===== config.mk =====
export PLATFORM = sky130hd
export DESIGN_NAME = imem_boot_loader
export DESIGN_NICKNAME = d
export VERILOG_FILES = /design/src/rtl/imem_loader_pkg.sv /design/src/rtl/imem_word_packer.sv /design/src/rtl/imem_boot_loader.sv
export SDC_FILE = /design/constraint.sdc
export NUM_CORES = 1
export LEC_CHECK = 0
export ABC_AREA = 1
export CORE_MARGIN = 2
export CORE_UTILIZATION = 57
export CTS_CLUSTER_SIZE = 8
export DETAILED_ROUTE_END_ITERATION = 12
export GPL_TIMING_DRIVEN = 0
export PLACE_DENSITY = 0.81
export RECOVER_POWER = 100
export SLEW_MARGIN = 20
export SYNTH_ARGS = -nofsm -noshare
export SYNTH_HDL_FRONTEND = slang
export SYNTH_HIERARCHICAL = 1
export SYNTH_SLANG_ARGS = --single-unit

===== constraint.sdc =====
create_clock -name i_clk -period 3.3 [get_ports i_clk]
set_input_delay 0.66 -clock i_clk [delete_from_list [all_inputs] [get_ports i_clk]]
set_output_delay 0.66 -clock i_clk [all_outputs]
set_load 0.02 [all_outputs]

===== src/rtl/imem_loader_pkg.sv =====
// rtl/imem_loader_pkg.sv - shared state encoding and byte-lane constants for the boot loader
package imem_loader_pkg;

  typedef enum logic [2:0] {
    IDLE,
    LEN0,
    LEN1,
    DATA,
    CSUM,
    DONE,
    ERR
  } loader_state_e;

  localparam int LEN_W  = 16;
  localparam int BYTE_W = 8;
  localparam int LANES  = 4;
  localparam int LANE_W = 2;
  localparam logic [LANE_W-1:0] LAST_LANE = 2'd3;

endpackage


===== src/rtl/imem_word_packer.sv =====
// rtl/imem_word_packer.sv - packs bytes LSB-first into 32-bit words, one-cycle word_valid pulse
module imem_word_packer
  import imem_loader_pkg::*;
(
  input  logic                i_clk,
  input  logic                i_rst,
  input  logic                i_clear,
  input  logic                i_byte_valid,
  input  logic [BYTE_W-1:0]   i_byte,
  output logic                o_word_valid,
  output logic [31:0]         o_word
);

  logic [23:0]       shift_q, shift_d;
  logic [LANE_W-1:0] lane_q, lane_d;
  logic              word_valid_q, word_valid_d;
  logic [31:0]       word_q, word_d;

  // Each new byte enters at the top so that byte0 ends up in bits [7:0].
  always_comb begin
    shift_d      = shift_q;
    lane_d       = lane_q;
    word_d       = word_q;
    word_valid_d = 1'b0;
    if (i_clear) begin
      shift_d = '0;
      lane_d  = '0;
    end else if (i_byte_valid) begin
      if (lane_q == LAST_LANE) begin
        word_d       = {i_byte, shift_q};
        word_valid_d = 1'b1;
        lane_d       = '0;
      end else begin
        shift_d = {i_byte, shift_q[23:8]};
        lane_d  = lane_q + LANE_W'(1);
      end
    end
  end

  always_ff @(posedge i_clk) begin
    if (i_rst) begin
      shift_q      <= '0;
      lane_q       <= '0;
      word_q       <= '0;
      word_valid_q <= 1'b0;
    end else begin
      shift_q      <= shift_d;
      lane_q       <= lane_d;
      word_q       <= word_d;
      word_valid_q <= word_valid_d;
    end
  end

  assign o_word_valid = word_valid_q;
  assign o_word       = word_q;

endmodule


===== src/rtl/imem_boot_loader.sv =====
// rtl/imem_boot_loader.sv - streams a length-prefixed image into IMEM, then releases the core
// Optional trailing checksum byte enabled by defining IMEM_LOADER_CHECKSUM_EN.
module imem_boot_loader
  import imem_loader_pkg::*;
#(
  parameter int ADDR_W      = 8,
  parameter int TIMEOUT_CYC = 1_000_000
) (
  input  logic              i_clk,
  input  logic              i_rst,
  input  logic              i_start,
  input  logic [7:0]        i_rx_data,
  input  logic              i_rx_valid,
  output logic              o_rx_ready,
  input  logic [ADDR_W-1:0] i_fetch_addr,
  output logic [ADDR_W-1:0] o_mem_addr,
  output logic [31:0]       o_mem_wdata,
  output logic              o_mem_wren,
  output logic              o_cpu_rst,
  output logic              o_done,
  output logic              o_err
);

  localparam int unsigned DEPTH = 1 << ADDR_W;
  localparam int TO_W = (TIMEOUT_CYC < 2) ? 1 : $clog2(TIMEOUT_CYC + 1);
  localparam logic [TO_W-1:0] TO_LIMIT = TO_W'(TIMEOUT_CYC);
`ifdef IMEM_LOADER_CHECKSUM_EN
  localparam loader_state_e AFTER_DATA = CSUM;
`else
  localparam loader_state_e AFTER_DATA = DONE;
`endif

  loader_state_e     state_q, state_d;
  logic [7:0]        len_lo_q, len_lo_d;
  logic [LEN_W-1:0]  len_q, len_d;
  logic [ADDR_W-1:0] wcnt_q, wcnt_d;
  logic [TO_W-1:0]   tcnt_q, tcnt_d;
  logic              cpu_rst_q, cpu_rst_d;
  logic              done_q, done_d;
  logic              err_q, err_d;
`ifdef IMEM_LOADER_CHECKSUM_EN
  logic [7:0]        sum_q, sum_d;
`endif

  logic              rx_ready, accept, last_word, word_done_last;
  logic              pk_clear, pk_valid, word_valid;
  logic [31:0]       word;
  logic [LEN_W-1:0]  len_n;

  imem_word_packer u_packer (
    .i_clk       (i_clk),
    .i_rst       (i_rst),
    .i_clear     (pk_clear),
    .i_byte_valid(pk_valid),
    .i_byte      (i_rx_data),
    .o_word_valid(word_valid),
    .o_word      (word)
  );

  assign len_n          = {i_rx_data, len_lo_q};
  assign last_word      = (LEN_W'(wcnt_q) == len_q - LEN_W'(1));
  assign word_done_last = word_valid && last_word;
  // Stop taking bytes while the final word is being written so nothing leaks into the packer.
  assign rx_ready = (state_q inside {LEN0, LEN1, CSUM}) || (state_q == DATA && !word_done_last);
  assign accept   = i_rx_valid && rx_ready;
  assign pk_valid = accept && (state_q == DATA);

  always_comb begin
    state_d  = state_q;
    len_lo_d = len_lo_q;
    len_d    = len_q;
    wcnt_d   = wcnt_q;
    tcnt_d   = '0;
    pk_clear = 1'b0;
`ifdef IMEM_LOADER_CHECKSUM_EN
    sum_d    = sum_q;
    if (accept && (state_q inside {LEN0, LEN1, DATA})) sum_d = sum_q + i_rx_data;
`endif
    case (state_q)
      IDLE, DONE, ERR: begin
        if (i_start) begin
          state_d  = LEN0;
          wcnt_d   = '0;
          pk_clear = 1'b1;
`ifdef IMEM_LOADER_CHECKSUM_EN
          sum_d    = '0;
`endif
        end
      end
      LEN0: begin
        if (accept) begin
          len_lo_d = i_rx_data;
          state_d  = LEN1;
        end
      end
      LEN1: begin
        if (accept) begin
          len_d = len_n;
          if (32'(len_n) > DEPTH) state_d = ERR;
          else if (len_n == '0)   state_d = AFTER_DATA;
          else                    state_d = DATA;
        end
      end
      DATA: begin
        if (word_valid) begin
          if (last_word) state_d = AFTER_DATA;
          else           wcnt_d  = wcnt_q + ADDR_W'(1);
        end
      end
`ifdef IMEM_LOADER_CHECKSUM_EN
      CSUM: begin
        if (accept) state_d = (sum_q + i_rx_data == 8'h00) ? DONE : ERR;
      end
`endif
      default: state_d = IDLE;
    endcase

    // Idle-gap watchdog; a completed image in the same cycle takes priority.
    if (state_q inside {LEN0, LEN1, DATA, CSUM}) begin
      if (accept)                   tcnt_d = '0;
      else if (tcnt_q != TO_LIMIT)  tcnt_d = tcnt_q + TO_W'(1);
      else                          tcnt_d = tcnt_q;
      if (TIMEOUT_CYC != 0 && !accept && tcnt_d == TO_LIMIT && state_d == state_q)
        state_d = ERR;
    end

    cpu_rst_d = (state_d != DONE);
    done_d    = (state_d == DONE);
    err_d     = (state_d == ERR);
  end

  always_ff @(posedge i_clk) begin
    if (i_rst) begin
      state_q   <= IDLE;
      len_lo_q  <= '0;
      len_q     <= '0;
      wcnt_q    <= '0;
      tcnt_q    <= '0;
      cpu_rst_q <= 1'b1;
      done_q    <= 1'b0;
      err_q     <= 1'b0;
`ifdef IMEM_LOADER_CHECKSUM_EN
      sum_q     <= '0;
`endif
    end else begin
      state_q   <= state_d;
      len_lo_q  <= len_lo_d;
      len_q     <= len_d;
      wcnt_q    <= wcnt_d;
      tcnt_q    <= tcnt_d;
      cpu_rst_q <= cpu_rst_d;
      done_q    <= done_d;
      err_q     <= err_d;
`ifdef IMEM_LOADER_CHECKSUM_EN
      sum_q     <= sum_d;
`endif
    end
  end

  assign o_rx_ready  = rx_ready;
  assign o_mem_addr  = (state_q == DONE) ? i_fetch_addr : wcnt_q;
  assign o_mem_wdata = word;
  assign o_mem_wren  = word_valid;
  assign o_cpu_rst   = cpu_rst_q;
  assign o_done      = done_q;
  assign o_err       = err_q;

endmodule


==> metrics.txt <==
drt first pass iters=5; Final Hold Viols=0; Final min period=3.11 ns; routed length on met3=1000 um; Wirelength per Cell=13.2 um; Metal-1 WL=6610 um; Seq/Total Area, Yosys=0.398; post-synth top area share=0.398; most common cell after layout, fill and taps aside=nor2_1; fraction of registers with async set/reset=0; Reg-to-Reg End=u_packer/o_word[11]; Leakage=0.00333 uW; Core Rows=37; Clk pwr share=0.433; vias in the first global route=5139; Post-synth EDFFs=0; Top Layer Used=met4; share of layout cells above drive strength 1=0.0799; Worst Path Arrival=2.45 ns; crit-path max FO=10; Layout area overhead=23.0%; via/cell ratio=5.16; crit path to=o_mem_addr[0]; DR vias=5736; Min Hold Slack=0.464 ns; Required @ worst endpoint=2.64 ns; post-synth top area cell=dfxtp_1; htree depth=4; dpl ws=0.0226 ns; dpl hpwl=10200 um; Synth area leaders=dfxtp_1 40%, nor2_1 12%, nand2_1 12%, inv_1 6.8%, a21oi_1 3.7%; Cells after DPL=1081; total routed wirelength=14600 um; Final Total Pwr=3980 uW; Post-Layout Cell Count=1112; r2r worst-path depth=20; total track usage=0.269; Psw=1150 uW; FF-to-FF setup slack=0.22 ns; final setup violation count=0; Clk pin slew, worst setup/hold paths=0.06 ns; Avg Synthesized Cell Area=6.67 um2; Unique masters post-synth=40; remaining global-route overflow=0; die area=0.0111 mm2; clk sink count=117; CP Capture Type=output port; critical path class=reg -> out; register bit total from synthesis=117; run status=finished, final reports clean; CTS root buf=clkbuf_8; FF-to-FF Start=len_q[0]; most frequent cells in the layout=191 x nor2_1, 186 x nand2_1, 117 x dfxtp_1; combinational share of power=0.191; first-pass GRT wire length=24200 um; Slew headroom=0.626; die height=106 um; Max-Cap Viols=0; post-synthesis cell area=0.00588 mm2; I/O pin total=65; Sw Share=0.290; Power per Cell Area=550 mW/mm2; initial antenna violation count=0; largest net degree at the start of global routing=17; drt drc=0; Reg power frac=0.376; syn nets=906; # diodes=0; Met2 Wirelength=6700 um; Initial Utilization=0.577; Worst-Margin Slew=0.558 ns; Buffers on Ports=64; die width=106 um; Core Region=0.0102 mm2; post-route setup slack=0.195 ns; Ys Warns=6; top_reg_cell synth=dfxtp_1; Internal=2820 uW; Cells after Synth=881; GPL Wtd Cong=0.937; Max Slew Vio Count=0; FMAX=322 MHz; RSZ-0062 raised after global routing=no; fin nets=989; fin crit share=0.941; Hold Crit Class=reg -> reg; Initial DRC Count=445; worst-skew pair later-pin latency=0.52 ns; launch point of the worst path=state_q[2]; total CTS buffers=17; startpoint type of the worst setup path=flip-flop; setup tns final=0 ns; TritonCTS clock tree=yes; # Post-CTS Setup Buffers=0; worst vdd ir=0.353 mV; Clock Skew=0.00704 ns; CTS Buffer Depth=2; post-route ant nets=0
## worst min path at each step
stage	from	depth (start not counted)	endpoint	slack, ns
2_1_floorplan	len_lo_q[0]	2	len_lo_q[0]	0.44
3_3_place_gp	u_packer/lane_q[1]	2	u_packer/lane_q[1]	0.45
3_5_place_dp	u_packer/shift_q[6]	2	u_packer/shift_q[6]	0.46
4_1_cts	u_packer/shift_q[6]	2	u_packer/shift_q[6]	0.47
5_1_grt	u_packer/shift_q[6]	2	u_packer/shift_q[6]	0.49
6_report	u_packer/shift_q[6]	2	u_packer/shift_q[6]	0.46
## cell type report
| type | count | area [um2] |
|---|---|---|
| plain buffers | 28 | 148 |
| clock buffers | 22 | 453 |
| clock inverters | 9 | 104 |
| fillers | 852 | 2950 |
| inverters | 111 | 417 |
| multi-input cells | 625 | 2960 |
| flip-flops and latches | 117 | 2340 |
| well taps | 136 | 170 |
| repair buffers | 64 | 636 |
## power groups by stage
stage               Clock, uW  Combinational, uW  Sequential [uW]
finish                   1720                758             1500
global route             1810                842             1500
detailed placement          0                742             1530
global placement            0                732             1520
CTS                      1740                745             1500
floorplan                   0                564             1520
## sequential cells by signal, indices dropped and copies added (netlist names)
register / cells
u_packer/lane_q: 2
o_err: 1
state_q: 3
u_packer/shift_q: 24
o_cpu_rst: 1
wcnt_q: 8
len_q: 16
u_packer/o_word_valid: 1
len_lo_q: 8
u_packer/o_word: 32
o_done: 1
tcnt_q: 20
## metrics by stage
step                      instance area, um2  utilization
after floorplan                         5880            -
after global placement                  6690        0.657
after detailed placement                6690        0.657
after CTS                               7250        0.712
after global routing                    7230        0.710
final                                   7230        0.710
## Yosys cell counts, drive strengths merged, types with 5 or more instances
| cell type | instances |
|---|---|
| ha | 5 |
| nor2 | 206 |
| nand3 | 43 |
| nand2 | 193 |
| clkbuf | 15 |
| dfxtp | 117 |
| inv | 111 |
| o21ai | 60 |
| a21oi | 43 |
| xnor2 | 5 |
| nor3 | 16 |
| nand4 | 15 |
| xor2 | 20 |
| buf | 13 |
| nand3b | 6 |
## cells by family after synthesis
group | after synthesis | synth area share
buf+inv | 139 | 0.0957
mux | 1 | 0.00191
fa+ha+maj | 5 | 0.0106
simple gates | 486 | 0.361
flops | 117 | 0.398
compound gates | 108 | 0.0951
xor+xnor | 25 | 0.0372
## repair_timing
action	CTS	global route
hold buffers	0	0
endpoints found under the setup margin	1	65
pin swaps	0	1
gates resized for setup	1	10
## metal layers
layer  global-route usage  vias up
li1                     -     2925
met1                0.360     2575
met2                0.425      203
met3               0.0612       33
met4               0.0996        0
met5                    0        -
## critical path, cell delays in order (launching register included)
cell and delay (ns):
dfxtp_1 0.35, clkbuf_2 0.21, nand3_1 0.25, clkbuf_2 0.26
a21oi_1 0.17, dlygate4sd3_1 0.69
(Power assumes the default switching activity.)
